## src/rtl/fifo_pkg.sv

```systemverilog
// -----------------------------------------------------------------------------
// fifo_pkg
// Shared definitions for the async FIFO and its read-side streaming consumer.
//   DATA_WIDTH  : word width carried through the FIFO and onto the stream
//   BURST_W     : default width of burst length / transfer counters
//   rd_state_t  : state encoding of the read-side burst controller
//   burst_max   : largest burst length representable in a given counter width
// -----------------------------------------------------------------------------
package fifo_pkg;

    localparam int DATA_WIDTH = 8;
    localparam int BURST_W    = 8;

    typedef enum logic [1:0] {
        IDLE  = 2'd0,
        READ  = 2'd1,
        DRAIN = 2'd2,
        DONE  = 2'd3
    } rd_state_t;

    // Counters never wrap, so the longest legal burst is all-ones.
    function automatic int burst_max(input int width);
        return (1 << width) - 1;
    endfunction

endpackage

```

## src/rtl/fifo_skid_buf.sv

```systemverilog
// -----------------------------------------------------------------------------
// fifo_skid_buf
// Two-entry in-order buffer that sits between the FIFO's registered read port
// and the downstream valid/ready stream. The head entry is always presented on
// 'head'; it only changes when it is popped, or when a word lands in an empty
// buffer, so the downstream word is stable while it is stalled.
// Ports:
//   clk        in   rising-edge clock
//   rst_n      in   asynchronous active-low reset (empties the buffer, head=0)
//   push       in   write push_data this cycle (caller guarantees occ<2 after pop)
//   push_data  in   word to write
//   pop        in   remove the head entry this cycle (ignored when empty)
//   occ        out  number of stored words, 0..2
//   head       out  oldest stored word
// -----------------------------------------------------------------------------
module fifo_skid_buf #(
    parameter int DATA_WIDTH = 8
) (
    input  logic                  clk,
    input  logic                  rst_n,
    input  logic                  push,
    input  logic [DATA_WIDTH-1:0] push_data,
    input  logic                  pop,
    output logic [1:0]            occ,
    output logic [DATA_WIDTH-1:0] head
);

    logic [DATA_WIDTH-1:0] head_q, head_d;
    logic [DATA_WIDTH-1:0] tail_q, tail_d;
    logic [1:0]            occ_q, occ_d;
    logic                  do_pop;

    assign do_pop = pop && (occ_q != 2'd0);

    // Entries shift toward the head on a pop; a simultaneous push lands
    // behind whatever remains, which keeps word order strict.
    always_comb begin
        head_d = head_q;
        tail_d = tail_q;
        occ_d  = occ_q;
        unique case ({push, do_pop})
            2'b10: begin
                if (occ_q == 2'd0) begin
                    head_d = push_data;
                    occ_d  = 2'd1;
                end else if (occ_q == 2'd1) begin
                    tail_d = push_data;
                    occ_d  = 2'd2;
                end
            end
            2'b01: begin
                head_d = tail_q;
                occ_d  = occ_q - 2'd1;
            end
            2'b11: begin
                if (occ_q == 2'd1) begin
                    head_d = push_data;
                end else begin
                    head_d = tail_q;
                    tail_d = push_data;
                end
            end
            default: ;
        endcase
    end

    always_ff @(posedge clk or negedge rst_n) begin
        if (!rst_n) begin
            head_q <= '0;
            tail_q <= '0;
            occ_q  <= 2'd0;
        end else begin
            head_q <= head_d;
            tail_q <= tail_d;
            occ_q  <= occ_d;
        end
    end

    assign occ  = occ_q;
    assign head = head_q;

endmodule

```

## src/rtl/fifo_rd_stream.sv

```systemverilog
// -----------------------------------------------------------------------------
// fifo_rd_stream
// Read-domain consumer of the async FIFO. On 'start' it drains 'burst_len'
// words from the FIFO read port and presents them downstream as a valid/ready
// stream, using a 2-entry skid buffer to absorb the FIFO's one-cycle read
// latency so backpressure never drops or repeats a word.
// Ports:
//   clk_rd      in   read-domain clock, rising edge
//   rst_n       in   asynchronous active-low reset
//   start       in   begin a burst (accepted only when idle)
//   burst_len   in   words in the burst, sampled with start (0 = no reads)
//   abort       in   stop issuing reads, drain what is in flight, then finish
//   empty       in   FIFO empty flag
//   data_out    in   FIFO read data, valid the cycle after rd_en
//   rd_en       out  FIFO read strobe (combinational)
//   m_valid     out  downstream word valid
//   m_ready     in   downstream ready
//   m_data      out  downstream word
//   busy        out  burst in progress
//   done        out  one-cycle pulse at the end of a burst or abort
//   xfer_count  out  words handed downstream in the current/last burst
// -----------------------------------------------------------------------------
module fifo_rd_stream #(
    parameter int DATA_WIDTH = fifo_pkg::DATA_WIDTH,
    parameter int BURST_W    = 8
) (
    input  logic                  clk_rd,
    input  logic                  rst_n,
    input  logic                  start,
    input  logic [BURST_W-1:0]    burst_len,
    input  logic                  abort,
    input  logic                  empty,
    input  logic [DATA_WIDTH-1:0] data_out,
    output logic                  rd_en,
    output logic                  m_valid,
    input  logic                  m_ready,
    output logic [DATA_WIDTH-1:0] m_data,
    output logic                  busy,
    output logic                  done,
    output logic [BURST_W-1:0]    xfer_count
);

    import fifo_pkg::*;

    rd_state_t             state_q, state_d;
    logic [BURST_W-1:0]    len_q, len_d;
    logic [BURST_W-1:0]    issued_q, issued_d;
    logic [BURST_W-1:0]    xfer_q, xfer_d;
    logic                  inflight_q, inflight_d;

    logic [1:0]            occ;
    logic [DATA_WIDTH-1:0] head;
    logic                  pop;
    logic [1:0]            occ_after_pop;
    logic                  room;

    fifo_skid_buf #(
        .DATA_WIDTH (DATA_WIDTH)
    ) u_skid (
        .clk       (clk_rd),
        .rst_n     (rst_n),
        .push      (inflight_q),
        .push_data (data_out),
        .pop       (pop),
        .occ       (occ),
        .head      (head)
    );

    assign pop = (occ != 2'd0) && m_ready;

    // Occupancy is credited with this cycle's pop: a word leaving downstream
    // frees its slot in time for the read issued now, which is what sustains
    // one word per cycle. A read issued here lands next cycle into at most
    // occ_after_pop + inflight_q <= 1 entries, so the buffer cannot overflow.
    assign occ_after_pop = occ - {1'b0, pop};
    assign room          = (occ_after_pop + {1'b0, inflight_q}) < 2'd2;

    assign rd_en = (state_q == READ) && !abort && !empty &&
                   (issued_q < len_q) && room;

    // Burst controller: next state plus the length/issue/transfer counters.
    always_comb begin
        state_d    = state_q;
        len_d      = len_q;
        issued_d   = issued_q;
        xfer_d     = xfer_q;
        inflight_d = rd_en;

        if (rd_en) begin
            issued_d = issued_q + BURST_W'(1);
        end
        if (pop) begin
            xfer_d = xfer_q + BURST_W'(1);
        end

        unique case (state_q)
            IDLE: begin
                if (start) begin
                    len_d    = burst_len;
                    issued_d = '0;
                    xfer_d   = '0;
                    state_d  = (burst_len == '0) ? DONE : READ;
                end
            end
            READ: begin
                if ((issued_q == len_q) || abort) begin
                    state_d = DRAIN;
                end
            end
            DRAIN: begin
                // Finishing on the cycle the last word is accepted puts done
                // directly after the final handshake.
                if (!inflight_q && (occ_after_pop == 2'd0)) begin
                    state_d = DONE;
                end
            end
            DONE: begin
                state_d = IDLE;
            end
            default: begin
                state_d = IDLE;
            end
        endcase
    end

    always_ff @(posedge clk_rd or negedge rst_n) begin
        if (!rst_n) begin
            state_q    <= IDLE;
            len_q      <= '0;
            issued_q   <= '0;
            xfer_q     <= '0;
            inflight_q <= 1'b0;
        end else begin
            state_q    <= state_d;
            len_q      <= len_d;
            issued_q   <= issued_d;
            xfer_q     <= xfer_d;
            inflight_q <= inflight_d;
        end
    end

    assign m_valid    = (occ != 2'd0);
    assign m_data     = head;
    assign busy       = (state_q != IDLE);
    assign done       = (state_q == DONE);
    assign xfer_count = xfer_q;

endmodule

```

## config.mk

```make
export PLATFORM = sky130hd
export DESIGN_NAME = fifo_rd_stream
export DESIGN_NICKNAME = d
export VERILOG_FILES = /design/src/rtl/fifo_pkg.sv /design/src/rtl/fifo_skid_buf.sv /design/src/rtl/fifo_rd_stream.sv
export SDC_FILE = /design/constraint.sdc
export NUM_CORES = 1
export LEC_CHECK = 0
export CORE_MARGIN = 3
export CORE_UTILIZATION = 40
export DETAILED_ROUTE_END_ITERATION = 12
export PLACE_DENSITY = 0.74
export SKIP_CTS_REPAIR_TIMING = 1
export SLEW_MARGIN = 20
export SYNTH_ARGS = -nofsm -noshare
export SYNTH_HDL_FRONTEND = slang
export SYNTH_SLANG_ARGS = --single-unit
```

## constraint.sdc

```tcl
create_clock -name clk_rd -period 7.2 [get_ports clk_rd]
set_input_delay 1.44 -clock clk_rd [delete_from_list [all_inputs] [get_ports clk_rd]]
set_output_delay 1.44 -clock clk_rd [all_outputs]
set_load 0.005 [all_outputs]
```

==> parameters.txt, run 1 <==
Parameter                              Value

Outcome
  Run status ... complete, no violations

Cells and area
  Antenna diodes ... 0
  Share of cells above drive strength 1 ... 10.6%
  Filler cell count in the final layout ... 560
  Post-synthesis to final-layout area growth ... 22.2%
  Final Cell Area ... 3110 sq um
  Fin nets ... 345
  Final standard cell utilization of the core ... 51.4%

Timing
  Least-Margin Pin Slew ... 0.909 ns
  Final Hold Vio Count ... 0
  Worst relative slew slack ... 39.4%
  Total Negative Setup Slacks ... 0 ns
  Final-report setup violation count ... 0
  Minimum period implied by the final worst setup slack ... 5.23 ns
  Final max-slew violation count ... 0
  Setup repair after global routing missed its margin ... false
  Fin worst setup slack ... 1.97 ns
  Max Clock Skew ... 0.00732 ns
  Final worst path period share ... 72.7%
  Achievable clock frequency ... 191 MHz

Power and ir drop
  Peak ir drop on the vdd network ... 0.000155 V
  Post-layout total power ... 1.07 mW
  Total power divided by cell area ... 344 nW/um^2
  Static Leakage ... 1.36 nW

Setup path
  Critical setup path kind ... input port to output pin
  Delay of the slowest critical-path stage ... 0.52 ns
  Arrival time at the worst endpoint ... 3.79 ns
  Cell occurring most often along the worst timing path ... clkdlybuf4s50_1
  Maximum net fanout on the critical path ... 10
  Kind of capture point of the worst setup path ... output pin
  Ordered cell list for the critical path ... clkdlybuf4s50_1, nor2b_1, ha_1, and2b_2, xnor2_1, or3_1, nor2_1, clkdlybuf4s50_1
  Req. time, crit path ... 5.76 ns
  Startpoint types ... input port
  Worst-path cell with the longest stage delay ... clkdlybuf4s50_1

Worst hold path
  Class of the most critical hold timing path ... flop to flop

Synthesis
  Flop and latch count out of synthesis ... 45
  Per-instance average area after synthesis ... 9.69 sq um
  Number of instances in the synthesized netlist ... 263
  Number of different library cells in the post-synthesis netlist ... 34
  Cell area after technology mapping ... 2550 sq um
  EDFF count, synth ... 0
  Portion of the post-synthesis area used by sequential elements ... 44.2%
  Syn Nets ... 306
  Primary FF master, synth ... dfrtp_1
  Largest area contributor in the synthesized netlist ... dfrtp_1
  Synth Warn # ... 0
  Portion of synthesized cell area occupied by the leading cell type ... 44.2%
  Synth area leaders ... dfrtp_1 (44%), ha_1 (10%), mux2_2 (7.5%)
  Fraction of registers with async set or reset after synthesis ... 100%

Drt
  Drt first-iter violations ... 82
  Via count ... 1998
  Drt drc ... 0
  Vias per std cell ... 5.29
  Wire per inst ... 13.8 um
  Antenna Violating Nets Remaining ... 0
  Final wirelength ... 5.20 mm
  Count of TritonRoute iterations in the first routing pass ... 6

Die
  Core area ... 6060 sq um
  Die Footprint ... 7360 sq um
  Number of top-level pins ... 42
  Vert. Die Dim ... 85.8 um
  Num rows ... 28
  Starting Density ... 42.0%
  Die outline width ... 85.8 um

Clocking
  TritonCTS Buffers ... 5
  Max Root-Sink Buffers ... 2
  CTS tree ... built
  H-tree levels ... 2
  Root buf cell ... clkbuf_8
  Clock transition at the registers of the reported paths ... 0.08 ns
  Clock sink count ... 45
  Clock Latency Late Sink ... 0.29 ns

Place
  IO Port Bufs ... 41
  Detailed placer's ending HPWL ... 3.79 mm
  Pre-CTS setup slack ... 1.98 ns
  Total cell area at the placement stage ... 3010 sq um
  Routability-driven placement congestion ratio ... 0.837

GRT
  Initial antenna violation count ... 0
  Grt total ovfl ... 0
  Total routing usage reported by global routing ... 15.3%
  Largest net degree at the start of global routing ... 46
  Via count of the first global-routing pass ... 2069
  Global-route wire length before repair ... 9.19 mm

Run
  Maxcap violations ... 0
[power breakdown]
group,internal (mW),switching [mW]
clock,0.0868,0.0823
combinational,0.254,0.242
sequential,0.346,0.0606
[state kept, by name (all words and copies together), names as in the netlist]
name           count
xfer_count         8
inflight_q         1
u_skid.occ         2
u_skid.head        8
u_skid.tail_q      8
state_q            2
issued_q           8
len_q              8
[critical path: cells and delay by family]
family,cells,cell delay [ns]
buffers and inverters,2,0.95
adder cells (fa/ha/maj),1,0.29
XOR/XNOR,1,0.13
AND/OR/NAND/NOR,4,0.99
[routing by layer]
layer / global-route usage [%] / vias to the layer above / part of all wire [%]
li1: - / 1003 / -
met1: 19.3 / 953 / 46
met2: 26.5 / 38 / 49
met3: 3.36 / 4 / 3.3
met4: 4.46 / 0 / 1.1
met5: 0 / - / 0
[cells in the final DEF, fill, tap and decap left out, drive strengths merged, types with 4 or more instances in the layout]
cell type      synthesis  layout
nand4                  7       7
a22oi                  9       9
inv                   16      16
clkbuf                 8       7
nor2b                  4       4
nand2                 32      32
nand3                  7       7
mux2                  17      17
dfrtp                 45      45
ha                    21      21
nor4                   5       5
a21oi                 13      13
mux2i                  5       5
clkdlybuf4s50          0      40
o21ai                 16      16
a31oi                  9       9
xor2                   4       4
nor2                  22      22
[area by class of cell]
cell class | count | area (sq um) | share of cell area, %
multi-input combinational | 193 | 1320 | 42.5
sequential | 45 | 1130 | 36.2
timing repair buffer | 41 | 408 | 13.1
clock buffer | 7 | 96.3 | 3.09
tap | 75 | 93.8 | 3.01
inverter | 16 | 60.1 | 1.93
clock inverter | 1 | 5.00 | 0.161
[path summary, 6_finish.rpt]
kind	start	end	slack, ns	cells past startpoint
max	m_ready	rd_en	1.97	8
min	len_q[0]	len_q[0]	0.50	2
max reg2reg	u_skid.occ[1]	u_skid.tail_q[6]	4.10	7
min reg2reg	len_q[0]	len_q[0]	0.50	2
max in group asynchronous	rst_n	xfer_count[2]	5.66	1
min in group asynchronous	rst_n	len_q[7]	1.14	1
[kinds of logic after synthesis]
family	after synthesis	share of synthesized area [%]
buf+inv	25	3.98
simple gates	90	16.7
compound gates	53	12.6
flops	45	44.2
xor+xnor	7	2.70
mux	22	9.48
fa+ha+maj	21	10.3
[cells in the mapped netlist (2+ instances only)]
master    number
xor2_1         4
nand2_1       32
or4_1          2
a22oi_1        9
dfrtp_1       45
nor4_1         5
a31oi_1        9
inv_1         16
or3_1          3
clkbuf_1       8
o21ai_0       15
and2b_2        2
ha_1          21
o31ai_1        2
a21oi_1       12
nand3_1        7
nor2_1        22
nor2b_1        4
nand2b_1       3
xnor2_1        2
nand4_1        7
mux2_2        17
mux2i_1        5
[through the flow]
| step | std cells | hold slack [ns] |
|---|---|---|
| final | 378 | 0.504 |
| after detailed placement | 370 | 0.489 |
| after floorplan | 263 | 0.452 |
| after global placement | 370 | 0.485 |
| after CTS | 378 | 0.513 |
| after global routing | 378 | 0.544 |
Note: power is estimated with default switching activity, not from simulation.
==> run 2, diff against run 1 <==
--- a/config.mk
+++ b/config.mk
@@ -8,7 +8,7 @@
 export CORE_MARGIN = 3
 export CORE_UTILIZATION = 40
 export DETAILED_ROUTE_END_ITERATION = 12
-export PLACE_DENSITY = 0.74
+export PLACE_DENSITY = 0.76
 export SKIP_CTS_REPAIR_TIMING = 1
 export SLEW_MARGIN = 20
 export SYNTH_ARGS = -nofsm -noshare
==> constraint.sdc (replaced) <==
create_clock -name clk_rd -period 4.8 [get_ports clk_rd]
set_input_delay 0.96 -clock clk_rd [delete_from_list [all_inputs] [get_ports clk_rd]]
set_output_delay 0.96 -clock clk_rd [all_outputs]
set_load 0.005 [all_outputs]
==> parameters.txt, run 2 (synthesis results as in run 1) <==
Parameter                              Value

Outcome
  Run status ... complete, no violations

Die
  Number of top-level pins ... 42
  Core area ... 6060 sq um
  Die Footprint ... 7360 sq um
  Starting Density ... 42.0%
  Vert. Die Dim ... 85.8 um
  Num rows ... 28
  Die outline width ... 85.8 um

Setup path
  Critical setup path kind ... input port to output pin
  Launching element of the worst setup path ... m_ready
  Arrival time at the worst endpoint ... 3.31 ns
  Worst-path cell with the longest stage delay ... clkdlybuf4s50_1
  Logic depth of the worst setup path including buffers ... 8
  Internal reg-to-reg setup slack ... 1.68 ns
  Req. time, crit path ... 3.84 ns
  Delay of the slowest critical-path stage ... 0.52 ns
  Number of cells on the worst reg-to-reg path ... 7
  Cell occurring most often along the worst timing path ... clkdlybuf4s50_1
  Maximum net fanout on the critical path ... 10
  Terminus of the critical flop-to-flop path ... u_skid.tail_q[3]
  Buf/Inv on CP ... 2
  Cell family with the largest share of critical-path delay ... simple AND/OR/NAND/NOR gates
  Kind of capture point of the worst setup path ... output pin
  Ordered cell list for the critical path ... clkdlybuf4s50_1, nor2b_1, ha_1, and2b_2, xnor2_1, or3_1, nor2_1, clkdlybuf4s50_1
  Startpoint types ... input port
  Worst setup path endpoint ... rd_en
  Origin of the critical flop-to-flop path ... u_skid.occ[1]

Clocking
  Clock Latency Late Sink ... 0.29 ns
  CTS tree ... built
  H-tree levels ... 2
  Max Root-Sink Buffers ... 2
  Root buf cell ... clkbuf_8
  Clock sink count ... 45
  TritonCTS Buffers ... 5
  Clock transition at the registers of the reported paths ... 0.08 ns

Drt
  Antenna Violating Nets Remaining ... 0
  Wire per inst ... 14.2 um
  Vias per std cell ... 5.42
  Drt first-iter violations ... 149
  Drt drc ... 0
  Final wirelength ... 5.35 mm
  Via count ... 2048
  Count of TritonRoute iterations in the first routing pass ... 4

GRT
  Global-route wire length before repair ... 9.40 mm
  Grt total ovfl ... 0
  Total routing usage reported by global routing ... 15.8%
  Initial antenna violation count ... 0
  Via count of the first global-routing pass ... 2054
  Largest net degree at the start of global routing ... 46

Cells and area
  Post-synthesis to final-layout area growth ... 22.1%
  Most common cell after layout, fill and taps aside ... dfrtp_1
  Filler cell count in the final layout ... 573
  Leading cell types in the layout, fill and taps excluded ... dfrtp_1 (45), clkdlybuf4s50_1 (40), nand2_1 (32), nor2_1 (22), ha_1 (21)
  Antenna diodes ... 0
  Share of cells above drive strength 1 ... 10.2%
  Final Cell Area ... 3110 sq um
  Fin nets ... 345
  Sequential Area ... 1130 sq um
  Final std cells w/o fill ... 378
  Combined area of the multi-input logic cells ... 1320 sq um

Timing
  Final worst path period share ... 89.0%
  Final-report setup violation count ... 0
  Worst relative slew slack ... 32.8%
  Total Negative Setup Slacks ... 0 ns
  Setup repair after global routing missed its margin ... false
  Minimum period implied by the final worst setup slack ... 4.27 ns
  Least-Margin Pin Slew ... 1.00 ns
  Max Clock Skew ... 0.00551 ns
  Final max-slew violation count ... 0
  Achievable clock frequency ... 234 MHz
  Final Hold Vio Count ... 0
  Smallest hold slack ... 0.505 ns

Power and ir drop
  Share of total power in combinational logic ... 46.1%
  Static Leakage ... 1.36 nW
  Sequential Power Share ... 38.0%
  Peak ir drop on the vdd network ... 0.000304 V
  Cell Int Power ... 1.03 mW
  NetSw ... 0.584 mW
  Switching Share ... 36.2%
  Clock share of power ... 15.9%
  Total power divided by cell area ... 519 nW/um^2

Place
  Routability-driven placement congestion ratio ... 0.757
  IO Port Bufs ... 41
  Total cell area at the placement stage ... 3010 sq um
  Placed cell count ... 370
  Detailed placer's ending HPWL ... 3.87 mm

Run
  Maxcap violations ... 0

Worst hold path
  Class of the most critical hold timing path ... flop to flop
==> run 2: cell count changes in the layout (fill, tap and decap cells not counted) <==
cell	change
o21ai_2	-1
o21ai_1	+1
==> run 2: final cells by class <==
type / count / area share, %
Clock buffer: 7 / 3.10
Tap cell: 75 / 3.02
Multi-Input combinational cell: 193 / 42.5
Timing Repair Buffer: 41 / 13.1
Clock inverter: 1 / 0.161
Inverter: 16 / 1.93
Sequential cell: 45 / 36.2
==> run 2: per-stage QoR <==
stage               util [%]  setup WS [ns]  total power, mW
finish                  51.3          0.529             1.61
global route            51.3          0.389             1.76
CTS                     51.3          0.517             1.63
detailed placement      49.6          0.513             1.37
global placement        49.6          0.543             1.33
floorplan                  -           1.58             1.10
==> run 2: layer usage <==
| layer | vias to the layer above | share of wire (%) | track usage (%) |
|---|---|---|---|
| li1 | 1006 | - | - |
| met3 | 4 | 2.8 | 2.02 |
| met2 | 34 | 50 | 26.1 |
| met1 | 1004 | 47 | 21.6 |
| met5 | - | 0 | 0 |
| met4 | 0 | 0.86 | 5.32 |
==> run 2: worst min-delay path: cells and delay by family, from the launching register on <==
kind             cells  cell delay (ns)
DFF                  1             0.36
and+or+nand+nor      2             0.11
==> run 2: how the worst min path moves through the flow <==
stage / start / end / slack (ns) / cells past startpoint
final: len_q[0] / len_q[0] / 0.51 / 2
after CTS: len_q[0] / len_q[0] / 0.51 / 2
after global placement: len_q[0] / len_q[0] / 0.48 / 2
after global routing: len_q[0] / len_q[0] / 0.52 / 2
after detailed placement: len_q[0] / len_q[0] / 0.49 / 2
after floorplan: len_q[0] / len_q[0] / 0.45 / 2
==> run 2: power groups by stage <==
| stage | clock [mW] | sequential [mW] | combinational [mW] |
|---|---|---|---|
| 2_1_floorplan | 0 | 0.603 | 0.494 |
| 3_3_place_gp | 0 | 0.613 | 0.722 |
| 3_5_place_dp | 0 | 0.621 | 0.747 |
| 4_1_cts | 0.262 | 0.614 | 0.751 |
| 5_1_grt | 0.281 | 0.636 | 0.842 |
| 6_report | 0.257 | 0.613 | 0.743 |
==> run 3, diff against run 2 <==
--- a/config.mk
+++ b/config.mk
@@ -5,6 +5,7 @@
 export SDC_FILE = /design/constraint.sdc
 export NUM_CORES = 1
 export LEC_CHECK = 0
+export CAP_MARGIN = 5
 export CORE_MARGIN = 3
 export CORE_UTILIZATION = 40
 export DETAILED_ROUTE_END_ITERATION = 12
==> results of run 3 <==
The final DEF is identical to that of run 2; final timing and power are the same.
